## src/rtl/reg_skid_reader_pkg.sv

```systemverilog
// rtl/reg_skid_reader_pkg.sv - shared types and helpers for the skid-buffer reader
package reg_skid_reader_pkg;

    localparam int DATA_W_DEF = 21;

    // Occupancy state of the two-entry buffer: number of held words.
    typedef enum logic [1:0] {
        ST_EMPTY = 2'd0,
        ST_BUSY  = 2'd1,
        ST_FULL  = 2'd2
    } state_t;

    // Words held for a given state; the encodings already equal the count,
    // so anything outside the legal set maps to 0 and 3 can never appear.
    function automatic logic [1:0] level_of(input state_t st);
        case (st)
            ST_BUSY: level_of = 2'd1;
            ST_FULL: level_of = 2'd2;
            default: level_of = 2'd0;
        endcase
    endfunction

endpackage

```

## src/rtl/reg_skid_reader_if.sv

```systemverilog
// rtl/reg_skid_reader_if.sv - producer/reader handshake bundle for reg_skid_reader
//  s_valid_i/s_ready_o/s_data_i : producer side word transfer
//  m_valid_o/m_ready_i/m_data_o : reader side word transfer
//  level_o                      : words currently held (0..2)
//  modport slave  : the buffer itself
//  modport master : the environment (producer + reader)
interface reg_skid_reader_if #(
    parameter int DATA_W = 21
);
    logic              s_valid_i;
    logic              s_ready_o;
    logic [DATA_W-1:0] s_data_i;
    logic              m_valid_o;
    logic              m_ready_i;
    logic [DATA_W-1:0] m_data_o;
    logic [1:0]        level_o;

    modport slave (
        input  s_valid_i, s_data_i, m_ready_i,
        output s_ready_o, m_valid_o, m_data_o, level_o
    );

    modport master (
        output s_valid_i, s_data_i, m_ready_i,
        input  s_ready_o, m_valid_o, m_data_o, level_o
    );
endinterface

```

## src/rtl/reg_skid_reader_data_reg.sv

```systemverilog
// rtl/reg_skid_reader_data_reg.sv - enable/reset data register (main and skid storage)
//  clk_i  : clock
//  arst_i : asynchronous active-high reset to RST_VAL
//  cke_i  : clock enable; 0 holds q
//  data_e : load d into q
//  data_r : synchronous clear to RST_VAL, wins over data_e
//  d / q  : data in / registered data out
module reg_skid_reader_data_reg #(
    parameter int                DATA_W  = 21,
    parameter logic [DATA_W-1:0] RST_VAL = '0
) (
    input  logic              clk_i,
    input  logic              arst_i,
    input  logic              cke_i,
    input  logic              data_e,
    input  logic              data_r,
    input  logic [DATA_W-1:0] d,
    output logic [DATA_W-1:0] q
);

    always_ff @(posedge clk_i or posedge arst_i) begin
        if (arst_i) begin
            q <= RST_VAL;
        end else if (cke_i) begin
            if (data_r) begin
                q <= RST_VAL;
            end else if (data_e) begin
                q <= d;
            end
        end
    end

endmodule

```

## src/rtl/reg_skid_reader.sv

```systemverilog
// rtl/reg_skid_reader.sv - two-entry registered skid buffer draining a data word to a reader
//  clk_i  : clock, all state on posedge
//  arst_i : asynchronous active-high reset, drops held words
//  cke_i  : clock enable; 0 freezes all state and outputs
//  clr_i  : synchronous clear (qualified by cke_i), beats simultaneous transfers
//  bus    : slave side of reg_skid_reader_if (producer in, reader out, level)
module reg_skid_reader
    import reg_skid_reader_pkg::*;
#(
    parameter int                DATA_W  = DATA_W_DEF,
    parameter logic [DATA_W-1:0] RST_VAL = '0
) (
    input  logic             clk_i,
    input  logic             arst_i,
    input  logic             cke_i,
    input  logic             clr_i,
    reg_skid_reader_if.slave bus
);

    state_t            state_q;
    state_t            state_nxt;
    logic              s_ready_q;
    logic              m_valid_q;
    logic [1:0]        level_q;
    logic [DATA_W-1:0] main_q;
    logic [DATA_W-1:0] skid_q;
    logic [DATA_W-1:0] main_d;
    logic              main_load;
    logic              main_from_skid;
    logic              skid_load;
    logic              xfer_in;
    logic              xfer_out;

    // Handshakes use the registered ready/valid; cke_i gating happens in the
    // flops, so nothing moves while the clock enable is low.
    assign xfer_in  = bus.s_valid_i & s_ready_q;
    assign xfer_out = m_valid_q & bus.m_ready_i;

    always_comb begin
        state_nxt      = state_q;
        main_load      = 1'b0;
        main_from_skid = 1'b0;
        skid_load      = 1'b0;
        case (state_q)
            ST_EMPTY: begin
                if (xfer_in) begin
                    main_load = 1'b1;
                    state_nxt = ST_BUSY;
                end
            end
            ST_BUSY: begin
                if (xfer_in && !xfer_out) begin
                    skid_load = 1'b1;
                    state_nxt = ST_FULL;
                end else if (xfer_in && xfer_out) begin
                    main_load = 1'b1;
                end else if (xfer_out) begin
                    state_nxt = ST_EMPTY;
                end
            end
            ST_FULL: begin
                // s_ready_o is low here, so only the reader can move data.
                if (xfer_out) begin
                    main_load      = 1'b1;
                    main_from_skid = 1'b1;
                    state_nxt      = ST_BUSY;
                end
            end
            default: begin
                state_nxt = ST_EMPTY;
            end
        endcase
        // Clear voids any transfer in the same cycle; the data registers
        // see it through data_r, which outranks their load enable.
        if (clr_i) begin
            state_nxt = ST_EMPTY;
        end
    end

    assign main_d = main_from_skid ? skid_q : bus.s_data_i;

    always_ff @(posedge clk_i or posedge arst_i) begin
        if (arst_i) begin
            state_q   <= ST_EMPTY;
            s_ready_q <= 1'b1;
            m_valid_q <= 1'b0;
            level_q   <= 2'd0;
        end else if (cke_i) begin
            state_q   <= state_nxt;
            s_ready_q <= (state_nxt != ST_FULL);
            m_valid_q <= (state_nxt != ST_EMPTY);
            level_q   <= level_of(state_nxt);
        end
    end

    reg_skid_reader_data_reg #(
        .DATA_W  (DATA_W),
        .RST_VAL (RST_VAL)
    ) u_main_reg (
        .clk_i  (clk_i),
        .arst_i (arst_i),
        .cke_i  (cke_i),
        .data_e (main_load),
        .data_r (clr_i),
        .d      (main_d),
        .q      (main_q)
    );

    reg_skid_reader_data_reg #(
        .DATA_W  (DATA_W),
        .RST_VAL (RST_VAL)
    ) u_skid_reg (
        .clk_i  (clk_i),
        .arst_i (arst_i),
        .cke_i  (cke_i),
        .data_e (skid_load),
        .data_r (clr_i),
        .d      (bus.s_data_i),
        .q      (skid_q)
    );

    assign bus.s_ready_o = s_ready_q;
    assign bus.m_valid_o = m_valid_q;
    assign bus.m_data_o  = main_q;
    assign bus.level_o   = level_q;

endmodule

```

## src/flat_wrapper.sv

```systemverilog
// flat-port wrapper written by rule: the top's interface ports become plain ports
module reg_skid_reader_flat import reg_skid_reader_pkg::*;
#(
    parameter int                DATA_W  = DATA_W_DEF,
    parameter logic [DATA_W-1:0] RST_VAL = '0
)
  (clk_i, arst_i, cke_i, clr_i, bus_s_valid_i, bus_s_data_i, bus_m_ready_i, bus_s_ready_o, bus_m_valid_o, bus_m_data_o, bus_level_o);
  reg_skid_reader_if #(.DATA_W(DATA_W)) bus_i ();
  input  logic clk_i;
  input  logic arst_i;
  input  logic cke_i;
  input  logic clr_i;
  input wire logic [$bits(bus_i.s_valid_i)-1:0] bus_s_valid_i;
  input wire logic [$bits(bus_i.s_data_i)-1:0] bus_s_data_i;
  input wire logic [$bits(bus_i.m_ready_i)-1:0] bus_m_ready_i;
  output wire logic [$bits(bus_i.s_ready_o)-1:0] bus_s_ready_o;
  output wire logic [$bits(bus_i.m_valid_o)-1:0] bus_m_valid_o;
  output wire logic [$bits(bus_i.m_data_o)-1:0] bus_m_data_o;
  output wire logic [$bits(bus_i.level_o)-1:0] bus_level_o;
  assign bus_i.s_valid_i = bus_s_valid_i;
  assign bus_i.s_data_i = bus_s_data_i;
  assign bus_i.m_ready_i = bus_m_ready_i;
  assign bus_s_ready_o = bus_i.s_ready_o;
  assign bus_m_valid_o = bus_i.m_valid_o;
  assign bus_m_data_o = bus_i.m_data_o;
  assign bus_level_o = bus_i.level_o;
  reg_skid_reader #(.DATA_W(DATA_W), .RST_VAL(RST_VAL)) u_core (.clk_i(clk_i), .arst_i(arst_i), .cke_i(cke_i), .clr_i(clr_i), .bus(bus_i));
endmodule
```

## config.mk

```make
export PLATFORM = sky130hd
export DESIGN_NAME = reg_skid_reader_flat
export DESIGN_NICKNAME = d
export VERILOG_FILES = /design/src/rtl/reg_skid_reader_pkg.sv /design/src/rtl/reg_skid_reader_if.sv /design/src/rtl/reg_skid_reader_data_reg.sv /design/src/rtl/reg_skid_reader.sv /design/src/flat_wrapper.sv
export SDC_FILE = /design/constraint.sdc
export NUM_CORES = 1
export LEC_CHECK = 0
export ABC_AREA = 1
export CORE_ASPECT_RATIO = 0.8
export CORE_MARGIN = 10
export CORE_UTILIZATION = 50
export DETAILED_ROUTE_END_ITERATION = 10
export PLACE_DENSITY = 0.79
export SYNTH_ARGS = -nofsm -noshare
export SYNTH_HDL_FRONTEND = slang
export SYNTH_SLANG_ARGS = --single-unit
```

## constraint.sdc

```tcl
create_clock -name clk_i -period 1.6 [get_ports clk_i]
set_input_delay 0.32 -clock clk_i [delete_from_list [all_inputs] [get_ports clk_i]]
set_output_delay 0.32 -clock clk_i [all_outputs]
set_load 0.05 [all_outputs]
```

# Word-level counts from Yosys, hierarchy flattened
# Index checks and enable logic that the tools add are counted.
# totals
reg_bits,48
output_inout_bits,25
inputBits,27
elab_cells,43
# op_classes
eq_ne,5
bitwise,2
reduce_logical,9
mux,21
# op_table
cell,count
2-to-1 mux 21 bit,5
2-to-1 mux 2 bit,6
2-to-1 mux 1 bit,7
one-hot mux 2 bit (3 select lines),1
nonzero test 2 bit,3
"== test 2 x 1 -> 1 bit, second input constant",2
"== test 2 bit, second input constant",2
one-hot mux 2 bit (2 select lines),1
AND reduction 2 bit,2
one-hot mux 1 bit (3 select lines),1
AND 1 bit,2
logical AND 1 bit,2
zero test 2 bit,1
"!= test 2 bit, second input constant",1
zero test 1 bit,1

# Longest topological paths before layout
# logic_depth
ltp_word,8
ltp_mapped,8
depth_no_buf,8

# By module
# Synthesis repeated with hierarchy kept, for this count alone.
# hier_totals
cells_unflattened,301
area_unflattened_um2,2718.9
# modules_own_cells
module,cells_each,seq_area_each_um2,area_each_um2,n_inst
reg_skid_reader_data_reg,95,525.5,983.4,2
reg_skid_reader,111,151.4,752.0,1

# Worst setup path after synthesis
# No wires, ideal clock.
# synth_path
path_type,reg-to-reg
startpoint,reg u_core.m_valid_q (netlist: u_core.bus.m_valid_o)
endpoint,reg u_core.u_main_reg.q[0]
setup_time_ps,118
stages_incl_launch_ff,9
slack_ps,14
n_path_buf,1
required_time_ps,1482
synth_period_minus_slack_ps,1586
arrival_ps,1469
cell_sequence,dfrtp_1 -> nand2_1 -> nand2_1 -> nand2_1 -> nand3_1 -> nand2_1 -> buf_4 -> nand2_1 -> nand2_1
# synth_via
elab_chain_len,7
word_cells_on_any_way,14
cone_classes,mux (8); bitwise (1); reduce/logical (5)
# synth_lines
item,line,source
from (decl),reg_skid_reader.sv:23,logic m_valid_q;
from (signal assigned),reg_skid_reader.sv:91,m_valid_q <= (state_nxt != ST_EMPTY);
AND 1 bit *,reg_skid_reader.sv:37,assign xfer_out = m_valid_q & bus.m_ready_i;
logical AND 1 bit / zero test 1 bit (equally long branches),"reg_skid_reader.sv:55, reg_skid_reader.sv:52",
2-to-1 mux 1 bit / logical AND 1 bit (equally long branches),"reg_skid_reader.sv:55, reg_skid_reader.sv:52",
2-to-1 mux 1 bit,reg_skid_reader.sv:52,if (xfer_in && !xfer_out) begin
one-hot mux 1 bit (3 select lines),reg_skid_reader.sv:44,case (state_q)
nonzero test 2 bit (no line),-,
AND reduction 2 bit (no line),-,
to (signal assigned),reg_skid_reader_data_reg.sv:23,q <= RST_VAL;
to (signal assigned),reg_skid_reader_data_reg.sv:26,q <= RST_VAL;
to (signal assigned),reg_skid_reader_data_reg.sv:28,q <= d;
to (decl),reg_skid_reader_data_reg.sv:18,output logic [DATA_W-1:0] q
# Every way passes the cells marked *; elsewhere a longest branch is shown, timed or not. The select of a mux whose other input is x is not followed.
# A chain may end at the register's enable or synchronous reset.

# Worst setup path in the final report
# layout_path
startpoint,reg u_core.s_ready_q (netlist: u_core.bus.s_ready_o)
endpoint,reg u_core.u_main_reg.q[18]
# layout_via
elab_chain_len,7
word_cells_on_any_way,9
cone_classes,mux (4); bitwise (1); reduce/logical (4)
# layout_lines
item,line,source
from (decl),reg_skid_reader.sv:22,logic s_ready_q;
from (signal assigned),reg_skid_reader.sv:90,s_ready_q <= (state_nxt != ST_FULL);
AND 1 bit *,reg_skid_reader.sv:36,assign xfer_in = bus.s_valid_i & s_ready_q;
logical AND 1 bit,reg_skid_reader.sv:55,end else if (xfer_in && xfer_out) begin
2-to-1 mux 1 bit,reg_skid_reader.sv:55,
2-to-1 mux 1 bit,reg_skid_reader.sv:52,
one-hot mux 1 bit (3 select lines) *,reg_skid_reader.sv:44,
nonzero test 2 bit (no line) *,-,
AND reduction 2 bit (no line) *,-,
# Every way passes the cells marked *; elsewhere a longest branch is shown, timed or not.

==> metrics.yaml <==
synthesis:
  synth-simple-area-share_pct: 41.2
  ys_seq_elements: 48
  synthMuxAreaShare_pct: 0
  synth_most_common_cell: "nand2_1"
  synthDistinctLibCells: 16
  synth_common_cells: "nand2_1 (123), nand3_1 (68), dfrtp_1 (47)"
  synth_xor_area_share_pct: 0
  netlist_area_mm2: 0.00236
  synth_fa_ha_area_share_pct: 0
  synth_top_family_by_area: "simple AND/OR/NAND/NOR gates"
  ys_warn_count: 0
  async_flop_share_pct: 100
  yosysTopAreaCellShare_pct: 49.9
  synth_compound_area_share_pct: 0.903
  yosysSeqAreaShare_pct: 51.0
  ys.flop_type: "dfrtp_1"
  synth_top_cell_by_area: "dfrtp_1"
  syn_nets: 328
  synthCells: 301
  synth_area_leaders: "dfrtp_1 (50%), nand2_1 (20%), nand3_1 (14%)"
  syn_area_per_cell_um2: 7.83
  synth_edf_count: 0
setup_path:
  reg2reg_depth: 8
  crit_buf_inv: 1
  critical-path-slowest-cell: "dfstp_2"
  worst-path-stages: 8
  startpoint: "u_core.bus.s_ready_o$_DFFE_PP1P_"
  cp-start-kind: "register"
  end_kind: "register"
  path_cells: "nand2_1, nor2_2, nand2_1, nand3_1, nand2_1, buf_4, nand2_1, nand2_1"
  reg2reg_to: "u_core.u_main_reg.q[18]$_DFFE_PP0P_"
  max_stage_delay_ps: 570
  worstPathRequired_ps: 1800
  crit_family: "simple AND/OR/NAND/NOR gates"
  worstPathArrival_ps: 1650
  cp_max_fo: 11
  rrSetupSlack_ps: 150
  cpMostUsedCell: "nand2_1"
  critical_path_class: "reg -> reg"
  r2r-start: "u_core.bus.s_ready_o$_DFFE_PP1P_"
grt:
  grt_pass1_vias: 2232
  grt-ovfl-total: 0
  antenna_found_initial: 0
  grt_max_degree: 49
  grt_usage_pct: 16.2
  grt_first_pass_wirelength_mm: 10.6
timing:
  rsz0062_at_grt: "false"
  skew_ps: 5.84
  fmax_mhz: 691
  final_max_slew_viol_count: 0
  hold_viol_final: 0
  setup_viol: 0
  slew_headroom_pct: 82.6
  whs_ps: 339
  period_share_pct: 90.5
  tightestPinTransition_ps: 261
  period_needed_ps: 1450
final_layout:
  final_cell_area_mm2: 0.00309
  area_delta_synth_final_pct: 31.0
  layout.nets: 381
  diodes: 0
  drive_gt1_share_pct: 18.0
placed_design:
  dp.final_hpwl_mm: 4.30
  dpl-instance-area_mm2: 0.00296
  place.gp.congestion: 0.832
  io_buffers: 51
cts:
  clockBufferDepth: 2
  clk_latency_ps: 310
  root_buffer: "clkbuf_8"
  clkSinkCount: 48
  htree_levels: 2
  cts_tree: "yes"
  path_clk_slew_ps: 90
  tritoncts.num_buffers: 5
min_path:
  min_path_cells: 3
  holdPathEnd: "u_core.u_skid_reg.q[16]$_DFFE_PP0P_"
  hold_class: "in -> reg"
  hold_start: "cke_i"
detailed_routing:
  ant_nets: 0
  drc_errors: 0
  num_vias: 2230
  viasPerCell: 5.37
  first_iter_violations: 134
  routed_wirelength_mm: 6.06
  dr.pass1.iters: 4
  wl_per_cell_um: 14.6
floorplan:
  die_x_um: 96.7
  fp.coreArea_mm2: 0.00457
  ios: 52
  die_area_mm2: 0.00787
  die_h_um: 81.4
  start_util_pct: 51.6
  rows: 22
outcome:
  outcome: "completed"
power:
  p_leak_nw: 1.71
  ir_worst_vdd_mv: 0.741
  power_density_mw_per_mm2: 1050
run:
  drv_cap: 0
through the flow:
step / setup WS, ps / TNS (ps) / util (%) / std cells / total power, W
floorplan: 13.6 / 0 / - / 301 / 0.00198
global placement: -78.7 / -2370 / 64.8 / 407 / 0.00232
detailed placement: -139 / -4600 / 64.8 / 407 / 0.00233
CTS: 128 / 0 / 67.5 / 415 / 0.00326
global route: 20.6 / 0 / 67.6 / 415 / 0.00339
finish: 152 / 0 / 67.6 / 415 / 0.00324
registers in the layout, summed over array words and instances (netlist names):
| name | flops |
|---|---|
| u_core.u_main_reg.q | 21 |
| u_core.u_skid_reg.q | 21 |
| u_core.bus.level_o | 2 |
| u_core.state_q | 2 |
| u_core.bus.m_valid_o | 1 |
| u_core.bus.s_ready_o | 1 |
tightest hold or removal path, cell delays in order:
cell	delay, ps
buf_2	140
nand4_1	90
nand2_1	50
per-layer routing:
metal / up-vias / track usage (%) / part of all wire, %
met5: - / 0 / 0
met2: 65 / 25.1 / 46
met4: 0 / 6.18 / 1.5
li1: 1099 / - / -
met3: 10 / 4.24 / 6.5
met1: 1056 / 21.3 / 46
placed cells by master (no fill, tap or decap), drive strengths merged:
cell	count
nand2	123
buf	45
o21ai	2
inv	9
nand3	68
o21a	1
dfstp	1
nand4	23
dfrtp	47
clkbuf	6
clkinv	1
bufinv	1
clkdlybuf4s50	25
nor3	1
nor2	2
cells by family (layout without fill, tap and decap cells):
family / Yosys count / count (layout)
buffers and inverters: 33 / 87
flip-flops: 48 / 48
AO/OA/AOI/OAI: 3 / 3
AND/OR/NAND/NOR: 217 / 217
worst max-delay path by stage:
stage	to	slack, ps
final	u_core.u_main_reg.q[18]$_DFFE_PP0P_	150
after CTS	u_core.u_main_reg.q[20]$_DFFE_PP0P_	130
after floorplan	u_core.u_main_reg.q[0]$_DFFE_PP0P_	10
after global routing	u_core.u_main_reg.q[20]$_DFFE_PP0P_	20
after detailed placement	u_core.u_main_reg.q[10]$_DFFE_PP0P_	-140
after global placement	u_core.u_main_reg.q[11]$_DFFE_PP0P_	-80
report_power, final:
| part | total [W] | internal, W | leakage (nW) | switching, W |
|---|---|---|---|---|
| registers | 0.00141 | 0.00133 | 0.643 | 0.0000787 |
| logic | 0.000895 | 0.000310 | 1.00 | 0.000585 |
| clock network | 0.000935 | 0.000511 | 0.0614 | 0.000424 |
final cells by class:
type,instances,area (um2)
timing repair buffer,70,661
sequential,48,1200
clock buffer,6,82.6
fill,406,1480
multi-input combinational,220,993
tap,60,75.1
inverter,9,33.8
clock inverter,2,38.8
repair_timing:
action | 4_1_cts | 5_1_grt
hold buffers | 0 | 0
resized for setup | 0 | 1
endpoints found under the setup margin | 0 | 3
setup buffers | 0 | 0
Power figures use the tool's default switching activity.
